File: config.mk
export PLATFORM = sky130hd
export DESIGN_NAME = vga_timing_rx
export DESIGN_NICKNAME = d
export VERILOG_FILES = /design/src/rtl/vga_timing_rx.sv
export SDC_FILE = /design/constraint.sdc
export NUM_CORES = 1
export LEC_CHECK = 0
export CORE_ASPECT_RATIO = 1.1
export CORE_MARGIN = 10
export CORE_UTILIZATION = 48
export DETAILED_ROUTE_END_ITERATION = 12
export PLACE_DENSITY = 0.74
export SLEW_MARGIN = 20
export SYNTH_ARGS = -nofsm -noshare
export SYNTH_HDL_FRONTEND = slang
export SYNTH_SLANG_ARGS = --single-unit
File: constraint.sdc
create_clock -name clk -period 3 [get_ports clk]
set_input_delay 0.6 -clock clk [delete_from_list [all_inputs] [get_ports clk]]
set_output_delay 0.6 -clock clk [all_outputs]
set_load 0.01 [all_outputs]
File: src/rtl/vga_timing_rx.sv
// vga_timing_rx: receive-side VGA timing recovery and pixel capture.
// Registers the pin-level RGB444 and active-low syncs, measures line and
// frame length, locks onto a stable raster and emits pixel-qualified RGB
// with recovered x/y coordinates.
// Optional feature macro: VGA_RX_CRC_EN adds a per-frame CRC-16-CCITT over
// the valid pixels; without it frame_crc and crc_valid are tied to 0.
module vga_timing_rx #(
  parameter int unsigned H_SYNC_TO_ACTIVE = 144,
  parameter int unsigned H_ACTIVE         = 640,
  parameter int unsigned V_SYNC_TO_ACTIVE = 34,
  parameter int unsigned V_ACTIVE         = 480
) (
  input  logic        rst,
  input  logic        clk,
  input  logic [3:0]  i_vga_r,
  input  logic [3:0]  i_vga_g,
  input  logic [3:0]  i_vga_b,
  input  logic        i_vga_hsync,
  input  logic        i_vga_vsync,
  output logic        o_pix_valid,
  output logic [9:0]  o_pix_x,
  output logic [9:0]  o_pix_y,
  output logic [11:0] o_pix_rgb,
  output logic        o_frame_start,
  output logic        o_line_start,
  output logic        o_locked,
  output logic [10:0] o_h_total_meas,
  output logic [9:0]  o_v_total_meas,
  output logic        o_sync_error,
  output logic [15:0] o_frame_crc,
  output logic        o_crc_valid
);

  localparam logic [10:0] HStart = 11'(H_SYNC_TO_ACTIVE);
  localparam logic [10:0] HEnd   = 11'(H_SYNC_TO_ACTIVE + H_ACTIVE);
  localparam logic [9:0]  VStart = 10'(V_SYNC_TO_ACTIVE);
  localparam logic [9:0]  VEnd   = 10'(V_SYNC_TO_ACTIVE + V_ACTIVE);
  localparam logic [10:0] HSat   = 11'h7ff;
  localparam logic [9:0]  VSat   = 10'h3ff;

  typedef enum logic [1:0] {StUnlocked, StCheck1, StLocked} lock_state_e;

  // Input stage
  logic [11:0] r_rgb;
  logic        r_hs, r_vs, r_hs_d, r_vs_d;

  // Timing recovery state
  logic [10:0] r_hcnt;
  logic [9:0]  r_vline;
  logic        r_vs_pending;
  logic        r_seen_vs;
  logic        r_frame_bad;
  logic [10:0] r_h_total;
  logic [9:0]  r_v_total;
  lock_state_e r_state, w_state_d;
  logic        w_sync_err_d;

  // Output stage
  logic        r_pix_valid;
  logic [9:0]  r_pix_x, r_pix_y;
  logic [11:0] r_pix_rgb;
  logic        r_frame_start, r_line_start, r_sync_error;

  // Combinational datapath
  logic        w_hs_edge, w_vs_edge;
  logic [10:0] w_k, w_line_len, w_px_full;
  logic [9:0]  w_vline, w_v_len, w_py;
  logic        w_mismatch, w_sat, w_frame_end, w_frame_clean, w_v_same, w_active;

  // Register every pin once; syncs idle high, colour idles at zero
  always_ff @(posedge clk or posedge rst) begin
    if (rst) begin
      r_rgb  <= '0;
      r_hs   <= 1'b1;
      r_vs   <= 1'b1;
      r_hs_d <= 1'b1;
      r_vs_d <= 1'b1;
    end else begin
      r_rgb  <= {i_vga_r, i_vga_g, i_vga_b};
      r_hs   <= i_vga_hsync;
      r_vs   <= i_vga_vsync;
      r_hs_d <= r_hs;
      r_vs_d <= r_vs;
    end
  end

  // Sample index, line index, edge decode and active-window qualification
  always_comb begin
    w_hs_edge   = r_hs_d & ~r_hs;
    w_vs_edge   = r_vs_d & ~r_vs;
    w_line_len  = (r_hcnt == HSat) ? HSat : r_hcnt + 11'd1;
    w_k         = w_hs_edge ? 11'd0 : w_line_len;
    w_sat       = (w_k == HSat);
    w_mismatch  = w_hs_edge && (w_line_len != r_h_total);
    w_frame_end = w_hs_edge && r_vs_pending;
    w_v_len     = (r_vline == VSat) ? VSat : r_vline + 10'd1;
    w_vline     = r_vline;
    if (w_hs_edge) begin
      w_vline = r_vs_pending ? 10'd0 : w_v_len;
    end
    // A frame only counts once its start was anchored by a vsync edge
    w_frame_clean = r_seen_vs && !r_frame_bad && !w_mismatch;
    w_v_same      = (w_v_len == r_v_total);
    w_active      = (r_state == StLocked) &&
                    (w_k >= HStart) && (w_k < HEnd) &&
                    (w_vline >= VStart) && (w_vline < VEnd);
    w_px_full     = w_k - HStart;
    w_py          = w_vline - VStart;
  end

  // Line/frame counters and measurements
  always_ff @(posedge clk or posedge rst) begin
    if (rst) begin
      r_hcnt       <= '0;
      r_vline      <= '0;
      r_vs_pending <= 1'b0;
      r_seen_vs    <= 1'b0;
      r_frame_bad  <= 1'b0;
      r_h_total    <= '0;
      r_v_total    <= '0;
    end else begin
      r_hcnt  <= w_k;
      r_vline <= w_vline;
      // hsync edge consumes the old pending flag before a coincident vsync edge re-arms it
      if (w_vs_edge) begin
        r_vs_pending <= 1'b1;
      end else if (w_hs_edge) begin
        r_vs_pending <= 1'b0;
      end
      if (w_hs_edge) begin
        r_h_total <= w_line_len;
      end
      if (w_frame_end) begin
        r_v_total   <= w_v_len;
        r_seen_vs   <= 1'b1;
        r_frame_bad <= 1'b0;
      end else if (w_mismatch || w_sat) begin
        r_frame_bad <= 1'b1;
      end
    end
  end

  // Lock FSM state register
  always_ff @(posedge clk or posedge rst) begin
    if (rst) begin
      r_state <= StUnlocked;
    end else begin
      r_state <= w_state_d;
    end
  end

  // Lock FSM next state; sync_error only when dropping out of LOCKED
  always_comb begin
    w_state_d    = r_state;
    w_sync_err_d = 1'b0;
    unique case (r_state)
      StUnlocked: begin
        if (w_frame_end && w_frame_clean) begin
          w_state_d = StCheck1;
        end
      end
      StCheck1: begin
        if (w_mismatch || w_sat) begin
          w_state_d = StUnlocked;
        end else if (w_frame_end) begin
          w_state_d = (w_frame_clean && w_v_same) ? StLocked : StUnlocked;
        end
      end
      StLocked: begin
        if (w_mismatch || w_sat || (w_frame_end && !w_v_same)) begin
          w_state_d    = StUnlocked;
          w_sync_err_d = 1'b1;
        end
      end
      default: w_state_d = StUnlocked;
    endcase
  end

  // Output register: pixel fields forced to zero outside the active window
  always_ff @(posedge clk or posedge rst) begin
    if (rst) begin
      r_pix_valid   <= 1'b0;
      r_pix_x       <= '0;
      r_pix_y       <= '0;
      r_pix_rgb     <= '0;
      r_frame_start <= 1'b0;
      r_line_start  <= 1'b0;
      r_sync_error  <= 1'b0;
    end else begin
      r_pix_valid   <= w_active;
      r_pix_x       <= w_active ? w_px_full[9:0] : 10'd0;
      r_pix_y       <= w_active ? w_py : 10'd0;
      r_pix_rgb     <= w_active ? r_rgb : 12'd0;
      r_line_start  <= w_active && (w_px_full == 11'd0);
      r_frame_start <= w_active && (w_px_full == 11'd0) && (w_py == 10'd0);
      r_sync_error  <= w_sync_err_d;
    end
  end

  assign o_pix_valid    = r_pix_valid;
  assign o_pix_x        = r_pix_x;
  assign o_pix_y        = r_pix_y;
  assign o_pix_rgb      = r_pix_rgb;
  assign o_frame_start  = r_frame_start;
  assign o_line_start   = r_line_start;
  assign o_locked       = (r_state == StLocked);
  assign o_h_total_meas = r_h_total;
  assign o_v_total_meas = r_v_total;
  assign o_sync_error   = r_sync_error;

`ifdef VGA_RX_CRC_EN
  logic [15:0] r_crc, r_frame_crc, w_crc_next;
  logic        r_crc_valid;

  // CRC-16-CCITT, 12 data bits per call, MSB first
  function automatic logic [15:0] crc12(input logic [15:0] c, input logic [11:0] d);
    logic [15:0] n;
    n = c;
    for (int i = 11; i >= 0; i--) begin
      if (n[15] ^ d[i]) begin
        n = {n[14:0], 1'b0} ^ 16'h1021;
      end else begin
        n = {n[14:0], 1'b0};
      end
    end
    return n;
  endfunction

  // Fold in the pixel currently on the outputs
  always_comb begin
    w_crc_next = r_crc;
    if (r_pix_valid) begin
      w_crc_next = crc12(r_crc, r_pix_rgb);
    end
  end

  // Publish at each vsync edge while locked; restart the running CRC at every vsync edge
  always_ff @(posedge clk or posedge rst) begin
    if (rst) begin
      r_crc       <= 16'hffff;
      r_frame_crc <= '0;
      r_crc_valid <= 1'b0;
    end else begin
      r_crc_valid <= 1'b0;
      if (w_vs_edge) begin
        r_crc <= 16'hffff;
        if (r_state == StLocked) begin
          r_frame_crc <= w_crc_next;
          r_crc_valid <= 1'b1;
        end
      end else begin
        r_crc <= w_crc_next;
      end
    end
  end

  assign o_frame_crc = r_frame_crc;
  assign o_crc_valid = r_crc_valid;
`else
  assign o_frame_crc = 16'd0;
  assign o_crc_valid = 1'b0;
`endif

endmodule
==> out/qor.yml <==
synthTopCellsByArea: "sky130_fd_sc_hd__dfrtp_1 (47%), sky130_fd_sc_hd__nor2_1 (3.6%), sky130_fd_sc_hd__nand2_1 (3.3%)"
placeableCoreArea_mm2: 0.0103
ff2ff_path_depth: 11
seq_power_share_pct: 43.8
hp-class: "reg2reg"
vias_per_cell: 5.42
worst-setup-path-type: "reg2reg"
outcome: "completed"
timing.clock.skew_ns: 0.0105
pwr-share-clk_pct: 33.8
die_outline_width_um: 118
critPathRequiredTime_ns: 3.30
cts_tree: "done"
setup_tns_ns: 0
layout_worst_path_cycle_share_pct: 92.6
min-delay-start: "r_vs"
num_rows: 39
postSynth.asyncResetShare_pct: 100
detail_route.wirelength_um: 13000
clock_tree.htree_level_count: 3
grt_pass1_vias: 3950
number_of_maximum_capacitance_constraint_violations: 0
postSynthRegisterBits: 99
ys_seq_area_share_pct: 49.1
p_int_uw: 2400
hold_violations: 0
part_of_the_total_power_dissipated_in_combinational_logic_pct: 22.4
syn_area_mm2: 0.00506
worstSetupEndpoint: "o_pix_x[7]"
worst_slew_margin_rel_pct: 64.4
cts-root-buf: "sky130_fd_sc_hd__clkbuf_16"
route.antenna.remaining_nets: 0
period_minus_slack_ns: 2.78
yosys_warnings: 0
port_buffers: 73
finalSetupViolCount: 0
synth.top_cell.area_share_pct: 47.0
netlist-cell-type-count: 84
grt_antenna_before_repair: 0
avgSynthCellArea_um2: 10.1
grtUsageTotal_pct: 17.2
gpl.final_weighted_congestion: 0.918
timing.critical_path.to_type: "flip-flop"
postLayoutCoreUtil_pct: 61.2
drt_iter0_drc: 265
dpl.hpwl_um: 9680
synthesis.instances: 502
power.leakage_uw: 0.00285
p_sw_uw: 1130
startpoint_type: "flip-flop"
pre_cts_slack_ns: 0.121
layout-area-overhead-vs-synth_pct: 25.1
worst_setup_path_startpoint: "r_vline[1]"
switching_share_pct: 32.0
die_h_um: 128
postSynth.topFlopCell: "sky130_fd_sc_hd__dfrtp_1"
power.density_cell_area_mw_per_mm2: 558
numClockSinks: 99
worst-r2r-setup-slack_ns: 0.22
synth_area_leader_cell: "sky130_fd_sc_hd__dfrtp_1"
critical_path.max_fanout: 17
floorplan.io_pins: 91
regToRegStartpoint: "r_vline[1]"
critical_path_arrival_ns: 3.07
rsz_0062_raised_after_global_routing: "no"
vdd.ir_drop.worst_uv: 476
ctsLongestPathBuffers: 2
cts_hold_buf: 0
r2r_end: "o_pix_x[7]"
worst_margin_pin_slew_ns: 0.534
floorplan.die_area_mm2: 0.0151
wl_per_cell_um: 17.6
gr-total-overflow: 0
tritoncts.num_buffers: 9
final_critical_path_setup_slack_ns: 0.222
cts.reportedPaths.clkPinSlew_ns: 0.07
finalNetCount: 611
initial_utilization_pct: 48.9
synth-edff-count: 0
antenna-diode-count: 0
drtPass1Iterations: 4
grt_pass1_wl_um: 21000
post-route-drc-count: 0
timing.fmax_mhz: 360
clk-insertion-delay-late_ns: 0.36
share_of_final_layout_standard_cells_stronger_than_drive_strength_1_pct: 14.8
route.vias.total: 3992
grt_max_degree: 100
final_max_slew_violation_count: 0
## state kept, by name, summed over array words and instances, names as in the netlist, 2 cells and up
name / count
o_pix_rgb: 12
r_rgb: 12
o_h_total_meas: 11
r_hcnt: 11
o_pix_x: 10
o_pix_y: 10
o_v_total_meas: 10
r_vline: 10
r_state: 2
## what timing repair did
action / 4_1_cts / 5_1_grt
gates resized for setup: 0 / 11
setup buffers: 0 / 3
setup endpoints to repair: 0 / 10
hold endpoints to repair: 0 / 0
## worst min-delay path by stage
stage | to | slack, ns | cells after the start
3_5_place_dp | r_vs_d | 0.37 | 0
2_1_floorplan | r_vs_d | 0.35 | 0
6_report | r_vs_d | 0.37 | 0
5_1_grt | r_vs_d | 0.38 | 0
4_1_cts | r_vs_d | 0.38 | 0
3_3_place_gp | r_vs_d | 0.36 | 0
## synthesized netlist by cell type, types with 6 or more instances
library cell and instances:
sky130_fd_sc_hd__dfrtp_1 95, sky130_fd_sc_hd__nor2_1 48, sky130_fd_sc_hd__nand2_1 44, sky130_fd_sc_hd__o21ai_0 30
sky130_fd_sc_hd__buf_4 21, sky130_fd_sc_hd__a21oi_1 19, sky130_fd_sc_hd__and2_1 18, sky130_fd_sc_hd__inv_1 18
sky130_fd_sc_hd__a31oi_1 12, sky130_fd_sc_hd__and3_1 11, sky130_fd_sc_hd__nand3_1 11, sky130_fd_sc_hd__xnor2_1 11
sky130_fd_sc_hd__xor2_1 11, sky130_fd_sc_hd__nor3_1 10, sky130_fd_sc_hd__and4_1 7, sky130_fd_sc_hd__clkbuf_1 7
sky130_fd_sc_hd__buf_2 6, sky130_fd_sc_hd__ha_1 6
## worst max-delay path: stages (launching register included)
cell	delay (ns)
sky130_fd_sc_hd__dfrtp_1	0.43
sky130_fd_sc_hd__ha_1	0.27
sky130_fd_sc_hd__and4_4	0.26
sky130_fd_sc_hd__and3_1	0.23
sky130_fd_sc_hd__o311ai_4	0.28
sky130_fd_sc_hd__buf_4	0.18
sky130_fd_sc_hd__nand2_2	0.07
sky130_fd_sc_hd__nor3_2	0.23
sky130_fd_sc_hd__a31o_1	0.22
sky130_fd_sc_hd__nand3_2	0.13
sky130_fd_sc_hd__inv_2	0.22
sky130_fd_sc_hd__and3_1	0.20
## layer usage
metal,wire [um],GRT usage [%],vias up
met4,225,6.11,0
met3,750,5.11,18
met5,0,0,-
met1,5510,21.0,1951
li1,-,-,1917
met2,6510,28.3,106
## layout by cell type, fill, tap and decap left out, types with 5 or more instances in the layout
cell / instances
sky130_fd_sc_hd__dfrtp_1: 93
sky130_fd_sc_hd__clkdlybuf4s50_1: 73
sky130_fd_sc_hd__nor2_1: 48
sky130_fd_sc_hd__nand2_1: 44
sky130_fd_sc_hd__o21ai_0: 29
sky130_fd_sc_hd__buf_4: 26
sky130_fd_sc_hd__a21oi_1: 19
sky130_fd_sc_hd__and2_1: 18
sky130_fd_sc_hd__inv_1: 17
sky130_fd_sc_hd__conb_1: 17
sky130_fd_sc_hd__a31oi_1: 12
sky130_fd_sc_hd__nand3_1: 11
sky130_fd_sc_hd__xor2_1: 11
sky130_fd_sc_hd__and3_1: 10
sky130_fd_sc_hd__xnor2_1: 10
sky130_fd_sc_hd__nor3_1: 9
sky130_fd_sc_hd__clkbuf_16: 9
sky130_fd_sc_hd__and4_1: 7
sky130_fd_sc_hd__ha_1: 6
sky130_fd_sc_hd__nand2b_1: 5
## cells by family after synthesis
group	synth area share [%]
compound gates	16.3
buf+inv	6.90
simple gates	21.5
xor+xnor	4.25
other cells	0.0741
mux	0.470
fa+ha+maj	1.48
flops	49.1
## per-stage QoR
stage                     std cells  total power (uW)  instance area [um^2]  hold WS, ns
after CTS                       734              3530                  6270        0.381
final                           737              3530                  6330        0.374
after global routing            737              3710                  6330        0.384
after global placement          718              2320                  5950        0.361
after detailed placement        718              2330                  5950        0.365
after floorplan                 518              2080                  5120        0.352
## power by group through the flow
stage	clock network [uW]	logic (uW)	registers [uW]
5_1_grt	1270	869	1560
6_report	1190	791	1550
4_1_cts	1220	770	1540
3_3_place_gp	0	754	1560
3_5_place_dp	0	765	1570
2_1_floorplan	0	537	1540
## final cells by class
| cell class | instances | area (um^2) |
|---|---|---|
| timing repair buffer | 100 | 946 |
| inverter | 20 | 78.8 |
| fill | 873 | 4020 |
| sequential | 99 | 2480 |
| tap | 143 | 179 |
| multi-input combinational | 359 | 2330 |
| clock inverter | 7 | 88.8 |
| clock buffer | 9 | 225 |
Note: power is estimated with default switching activity, not from simulation.
